**src/rtl/term_pkg.sv**
```systemverilog
// Shared terminal definitions: default clocking, UART bit timing helper, TX FSM states.
// Latency: n/a (types and constants only).
// Backpressure: n/a.
package term_pkg;

  localparam int unsigned DEFAULT_CLK_HZ = 100_000_000;
  localparam int unsigned DEFAULT_BAUD   = 115_200;

  // Serialiser states; the line level for each state is registered one cycle later.
  typedef enum logic [1:0] {
    UTX_IDLE  = 2'd0,
    UTX_START = 2'd1,
    UTX_DATA  = 2'd2,
    UTX_STOP  = 2'd3
  } uart_tx_state_t;

  // Clock cycles per UART bit, rounded to nearest.
  function automatic int unsigned clks_per_bit(input int unsigned clk_hz,
                                               input int unsigned baud);
    return (clk_hz + baud / 2) / baud;
  endfunction

endpackage

```
**src/rtl/sync_fifo.sv**
```systemverilog
// Single-clock FIFO with occupancy count; head word is visible combinationally.
// Latency: a pushed word is poppable the cycle after the push edge.
// Backpressure: push while full and pop while empty are ignored; full/empty/count are registered.
module sync_fifo #(
  parameter int unsigned WIDTH = 8,
  parameter int unsigned DEPTH = 16
) (
  input  logic                     clk_i,
  input  logic                     rst_ni,
  input  logic                     push_i,
  input  logic [WIDTH-1:0]         push_dat_i,
  input  logic                     pop_i,
  output logic [WIDTH-1:0]         pop_dat_o,
  output logic                     full_o,
  output logic                     empty_o,
  output logic [$clog2(DEPTH):0]   count_o
);

  localparam int unsigned PW = $clog2(DEPTH);
  localparam int unsigned CW = PW + 1;

  logic [WIDTH-1:0] mem_q [DEPTH];
  logic [PW-1:0]    wr_ptr_q, wr_ptr_d;
  logic [PW-1:0]    rd_ptr_q, rd_ptr_d;
  logic [CW-1:0]    count_q, count_d;
  logic             push_ok, pop_ok;

  assign full_o    = (count_q == CW'(DEPTH));
  assign empty_o   = (count_q == '0);
  assign count_o   = count_q;
  assign pop_dat_o = mem_q[rd_ptr_q];
  assign push_ok   = push_i && !full_o;
  assign pop_ok    = pop_i && !empty_o;

  // Pointer and occupancy next-state; pointers wrap naturally (DEPTH is a power of two).
  always_comb begin
    wr_ptr_d = wr_ptr_q;
    rd_ptr_d = rd_ptr_q;
    count_d  = count_q;
    if (push_ok) wr_ptr_d = wr_ptr_q + 1'b1;
    if (pop_ok)  rd_ptr_d = rd_ptr_q + 1'b1;
    case ({push_ok, pop_ok})
      2'b10:   count_d = count_q + 1'b1;
      2'b01:   count_d = count_q - 1'b1;
      default: count_d = count_q;
    endcase
  end

  // Control state, cleared by reset.
  always_ff @(posedge clk_i or negedge rst_ni) begin
    if (!rst_ni) begin
      wr_ptr_q <= '0;
      rd_ptr_q <= '0;
      count_q  <= '0;
    end else begin
      wr_ptr_q <= wr_ptr_d;
      rd_ptr_q <= rd_ptr_d;
      count_q  <= count_d;
    end
  end

  // Storage array; contents need no reset since count gates every read.
  always_ff @(posedge clk_i) begin
    if (push_ok) mem_q[wr_ptr_q] <= push_dat_i;
  end

endmodule

```
**src/rtl/uart_tx_fifo.sv**
```systemverilog
// Buffered 8N1 UART transmitter: byte FIFO feeding an LSB-first serialiser.
// Latency: push at edge E into idle/empty -> pop at E+1 -> start bit on the line after E+2.
// Backpressure: tx_ready = FIFO not full (registered); frames from a non-empty FIFO run back-to-back.
module uart_tx_fifo
  import term_pkg::*;
#(
  parameter int unsigned CLK_HZ = DEFAULT_CLK_HZ,
  parameter int unsigned BAUD   = DEFAULT_BAUD,
  parameter int unsigned DEPTH  = 16
) (
  input  logic                   clk100,
  input  logic                   rst_n,
  input  logic [7:0]             tx_data,
  input  logic                   tx_valid,
  output logic                   tx_ready,
  output logic                   uart_tx,
  output logic                   busy,
  output logic [$clog2(DEPTH):0] fifo_count
);

  localparam int unsigned CLKS_PER_BIT = clks_per_bit(CLK_HZ, BAUD);
  localparam int unsigned BW           = $clog2(CLKS_PER_BIT);
  localparam logic [BW-1:0] BAUD_LAST  = BW'(CLKS_PER_BIT - 1);

  uart_tx_state_t state_q, state_d;
  logic [BW-1:0]  baud_q, baud_d;
  logic [2:0]     bit_q, bit_d;
  logic [7:0]     shift_q, shift_d;
  logic           tx_q, tx_d;

  logic           fifo_push, fifo_pop;
  logic           fifo_full, fifo_empty;
  logic [7:0]     fifo_head;
  logic           baud_last;

  assign fifo_push = tx_valid && tx_ready;
  assign tx_ready  = !fifo_full;
  assign baud_last = (baud_q == BAUD_LAST);
  assign uart_tx   = tx_q;
  assign busy      = (state_q != UTX_IDLE) || (fifo_count != '0);

  sync_fifo #(
    .WIDTH (8),
    .DEPTH (DEPTH)
  ) u_fifo (
    .clk_i      (clk100),
    .rst_ni     (rst_n),
    .push_i     (fifo_push),
    .push_dat_i (tx_data),
    .pop_i      (fifo_pop),
    .pop_dat_o  (fifo_head),
    .full_o     (fifo_full),
    .empty_o    (fifo_empty),
    .count_o    (fifo_count)
  );

  // Serialiser next-state: bit timing, shift register, and FIFO pop at frame boundaries.
  always_comb begin
    state_d  = state_q;
    baud_d   = baud_last ? '0 : baud_q + 1'b1;
    bit_d    = bit_q;
    shift_d  = shift_q;
    fifo_pop = 1'b0;
    case (state_q)
      UTX_IDLE: begin
        baud_d = '0;
        if (!fifo_empty) begin
          fifo_pop = 1'b1;
          shift_d  = fifo_head;
          state_d  = UTX_START;
        end
      end
      UTX_START: begin
        if (baud_last) begin
          bit_d   = 3'd0;
          state_d = UTX_DATA;
        end
      end
      UTX_DATA: begin
        if (baud_last) begin
          shift_d = {1'b0, shift_q[7:1]};
          if (bit_q == 3'd7) begin
            state_d = UTX_STOP;
          end else begin
            bit_d = bit_q + 3'd1;
          end
        end
      end
      UTX_STOP: begin
        if (baud_last) begin
          // Chain straight into the next start bit when more data is waiting.
          if (!fifo_empty) begin
            fifo_pop = 1'b1;
            shift_d  = fifo_head;
            state_d  = UTX_START;
          end else begin
            state_d  = UTX_IDLE;
          end
        end
      end
      default: state_d = UTX_IDLE;
    endcase
  end

  // Line level follows the current state, registered so the pin never glitches.
  always_comb begin
    case (state_q)
      UTX_START: tx_d = 1'b0;
      UTX_DATA:  tx_d = shift_q[0];
      default:   tx_d = 1'b1;
    endcase
  end

  // Serialiser registers; reset drops any frame in flight and idles the line high.
  always_ff @(posedge clk100 or negedge rst_n) begin
    if (!rst_n) begin
      state_q <= UTX_IDLE;
      baud_q  <= '0;
      bit_q   <= 3'd0;
      shift_q <= 8'h00;
      tx_q    <= 1'b1;
    end else begin
      state_q <= state_d;
      baud_q  <= baud_d;
      bit_q   <= bit_d;
      shift_q <= shift_d;
      tx_q    <= tx_d;
    end
  end

endmodule

```
**config.mk**
```make
export PLATFORM = sky130hd
export DESIGN_NAME = uart_tx_fifo
export DESIGN_NICKNAME = d
export VERILOG_FILES = /design/src/rtl/term_pkg.sv /design/src/rtl/sync_fifo.sv /design/src/rtl/uart_tx_fifo.sv
export SDC_FILE = /design/constraint.sdc
export NUM_CORES = 1
export LEC_CHECK = 0
export ABC_CLOCK_PERIOD_IN_PS = 2600
export BUFFER_PORTS_ARGS = -buffer_cell sky130_fd_sc_hd__buf_2
export CORE_ASPECT_RATIO = 1.75
export CORE_UTILIZATION = 35
export DETAILED_ROUTE_END_ITERATION = 12
export SLEW_MARGIN = 25
export SYNTH_ARGS = -nofsm -noshare
export SYNTH_HDL_FRONTEND = slang
export SYNTH_SLANG_ARGS = --single-unit
```
**constraint.sdc**
```tcl
create_clock -name clk100 -period 2.6 [get_ports clk100]
set_input_delay 0.13 -clock clk100 [delete_from_list [all_inputs] [get_ports clk100]]
set_output_delay 0.13 -clock clk100 [all_outputs]
set_load 0.02 [all_outputs]
```
==> results.yml <==
timing:
  tightest_slew_ps: 927.8
  skew_ps: 7.799
  timing.hold.ws_ps: 87.39
  slew_violations: 0
  min_period_over_period: 0.9423
  post-route-min-period_ps: 2450
  final.setup.tns_ps: 0
  fmax_mhz: 408.2
  worst_slew_margin_rel: 0.3792
  setup_violations: 0
  rsz0062_at_grt: "false"
  hold_viol_final: 0
  worst_slack_ps: 150.0
layout:
  fin_util: 0.4145
  fill_cells: 1739
  final_cells: 727
  drive_gt1_frac: 0.1955
  n_antenna_cell: 0
  nets: 503
  syn2layout_area_growth_pct: 14.75
  final_area_mm2: 0.007991
yosys:
  avgSynthCellArea_um2: 16.01
  synthMuxAreaShare: 0.1092
  synth_seq_cells: 165
  seq_area_frac_synth: 0.6851
  synthCells: 435
  syn_nets: 465
  synth_top_family_by_area: "multiplexers"
  synth_xor_area_frac: 0.02390
  synth_compound_gate_area_share: 0.06540
  synth_cell_types: 47
  synth_warnings: 0
  synthAdderAreaFrac: 0.03521
  synthesis.area_mm2: 0.006964
  synth-simple-area-share: 0.05731
critical_path:
  timing.critical_path.cells: "ha_1, nor3b_2, a41oi_2, nor3_4, ha_4, fa_1, a21o_1, a21oi_1, xor2_1, nor2_1, xor2_1"
  crit_type: "reg -> reg"
  path_delay_family: "adder cells"
  crit_arrival_ps: 2760
  r2r_start: "baud_q[0]$_DFF_PN0_"
  worst-path-buf-inv: 0
  crit_fanout: 5
  start_kind: "flip-flop"
  slowest_delay_ps: 410
  setup.worst_path.end_class: "flip-flop"
  r2r_slack_ps: 150
  cp.depth: 11
  cp.required_ps: 2910
  worstReg2RegEnd: "u_fifo.count_o[4]$_DFFE_PN0P_"
  crit_top_cell: "xor2_1"
  crit_slowest_cell: "fa_1"
  reg2regPathDepth: 11
global_routing:
  grt_pass1_vias: 4084
  global_route.usage.met3: 0.02975
  grt_pass1_wl_um: 22740
  grt_use_met1: 0.1537
  track_usage: 0.1560
  use_met2: 0.2967
  grt-ovfl-total: 0
  grt.busiest_layer: "met2"
  antenna_found_initial: 0
  grt_max_degree: 38
power:
  vdd_ir_drop_max_mv: 0.4210
  power.switching_mw: 3.014
  power.total_mw: 8.967
  power_frac_comb: 0.321
  clockPowerShare: 0.266
  p_seq_frac: 0.413
  leakage_nw: 2.872
  switching_share: 0.3361
  powerDensity_mw_per_mm2: 1122
  internal_power_mw: 5.953
floorplanning:
  ios: 19
  start_util: 0.3612
  dieArea_mm2: 0.02049
  core.rowCount: 67
  die_w_um: 108.6
  dieHeight_um: 188.6
  coreArea_mm2: 0.01928
clock_tree:
  cts_buffers: 17
  cts-root-buf: "clkbuf_16"
  htreeDepth: 4
  cts_tree: "yes"
  clock_sinks: 165
  clk_latency_ps: 430
  cts_buffer_depth: 2
  path_clk_slew_ps: 60
placement:
  placement.io_buffers: 18
  pre_cts_ws_ps: 50.25
  dpl_cell_area_mm2: 0.007410
  dpl.cell_count: 694
  dp_hpwl_um: 10120
  routabilityCongestion: 0.7434
routing:
  ant_nets: 0
  drc: 0
  viasPerCell: 5.217
  drtIter0Drc: 256
  num_vias: 3793
  wl_um: 14560
  avgRoutedWirePerCell_um: 20.02
  dr.pass1.iters: 4
hold_path:
  min_from: "tx_data[7]"
  hold_path_depth: 1
  hold_path_class: "in -> reg"
  holdPathEnd: "u_fifo.mem_q[4][7]$_DFFE_PP_"
run_status:
  status: "completed"
run:
  cap_violations: 0
-- cells in the final DEF, fill, tap and decap left out, types with 11 or more instances in the layout --
cell,instances
a22oi_1,16
buf_4,20
mux4_2,11
nand2_1,24
xnor2_1,12
mux2i_1,28
a21oi_1,12
dfrtp_1,32
clkbuf_16,17
buf_2,18
ha_1,16
edfxtp_1,128
nor2_1,31
-- worst max path at each step --
stage | from | endpoint
finish | baud_q[0]$_DFF_PN0_ | u_fifo.count_o[4]$_DFFE_PN0P_
global route | baud_q[1]$_DFF_PN0_ | u_fifo.count_o[4]$_DFFE_PN0P_
CTS | baud_q[0]$_DFF_PN0_ | u_fifo.count_o[4]$_DFFE_PN0P_
detailed placement | baud_q[0]$_DFF_PN0_ | u_fifo.count_o[4]$_DFFE_PN0P_
global placement | baud_q[0]$_DFF_PN0_ | u_fifo.count_o[4]$_DFFE_PN0P_
floorplan | u_fifo.count_o[0]$_DFFE_PN0P_ | u_fifo.count_o[4]$_DFFE_PN0P_
-- registers in the layout, summed over array words and instances, names as in the netlist --
signal	cells
baud_q	10
bit_q	3
shift_q	8
state_q	2
u_fifo.count_o	5
u_fifo.mem_q	128
u_fifo.rd_ptr_q	4
u_fifo.wr_ptr_q	4
uart_tx	1
-- layer usage --
layer / wire, µm / vias to the layer above / share of wire
met5: 0 / - / 0
met4: 502 / 0 / 0.034
met3: 353 / 29 / 0.024
met2: 8481 / 78 / 0.58
met1: 5218 / 1937 / 0.36
li1: - / 1749 / -
-- worst register-to-register path, stage by stage, from the launching register on --
cell and delay (ps):
dfrtp_1 390, ha_1 220, nor3b_2 170, a41oi_2 180, nor3_4 70, ha_4 180
fa_1 410, a21o_1 180, a21oi_1 170, xor2_1 180, nor2_1 70, xor2_1 130
-- layout make-up --
type                            instances  area [µm²]  area share
Timing Repair Buffer                   39       250.2     0.03131
Clock buffer                           19       432.9     0.05417
Tap cell                              241       301.5     0.03773
Clock inverter                         13       122.6     0.01534
Sequential cell                       165        4776      0.5976
Multi-Input combinational cell        240        2071      0.2591
Inverter                               10       37.54    0.004697
-- cells in the mapped netlist (all sizes together) --
cell	n	area, µm²
or3	1	6.260
a221oi	1	15.01
dfstp	1	26.28
nor4	1	6.260
a41oi	1	8.760
a22oi	16	120.1
a21o	3	22.52
o21a	7	52.55
clkbuf	5	18.77
o311ai	7	61.31
o22ai	7	43.79
xnor2	12	105.1
or2	1	6.260
ha	18	225.2
mux2i	28	280.3
nand3b	1	7.510
nor2b	1	6.260
o21bai	1	7.510
o21ai	9	45.04
a222oi	1	10.01
nand2	24	90.09
fa	1	20.02
nand2b	4	25.02
and2	3	20.02
dfrtp	36	900.9
nand3	7	35.03
and4	1	8.760
mux4	19	457.9
a21oi	12	60.06
mux2	2	22.52
nand4	2	12.51
buf	15	110.1
nor3b	1	7.510
nor3	7	35.03
a31o	1	8.760
xor2	7	61.31
inv	10	37.54
nor2	31	116.4
edfxtp	128	3844
and2b	2	16.27
-- power groups by stage --
stage          sequential, mW  clock (mW)  combinational [mW]
5_1_grt                  3.76        2.53                3.15
4_1_cts                  3.71        2.43                2.90
3_5_place_dp             3.76           0                2.88
6_report                 3.70        2.39                2.88
2_1_floorplan            3.57           0                2.19
3_3_place_gp             3.73           0                2.78
-- what timing repair did --
item                       4_1_cts  5_1_grt
hold buffers                     1        0
resized for setup                0        3
setup buffers                    0        0
hold endpoints to repair        36        0
setup endpoints to repair        0        1
-- kinds of logic (layout without fill, tap and decap cells) --
family | count (synthesis) | count (layout)
adder cells (fa/ha/maj) | 19 | 19
AND/OR/NAND/NOR | 87 | 87
multiplexers | 49 | 49
flip-flops | 165 | 165
buffers and inverters | 30 | 81
XOR/XNOR | 19 | 19
AO/OA/AOI/OAI | 66 | 66
Power figures use the tool's default switching activity.
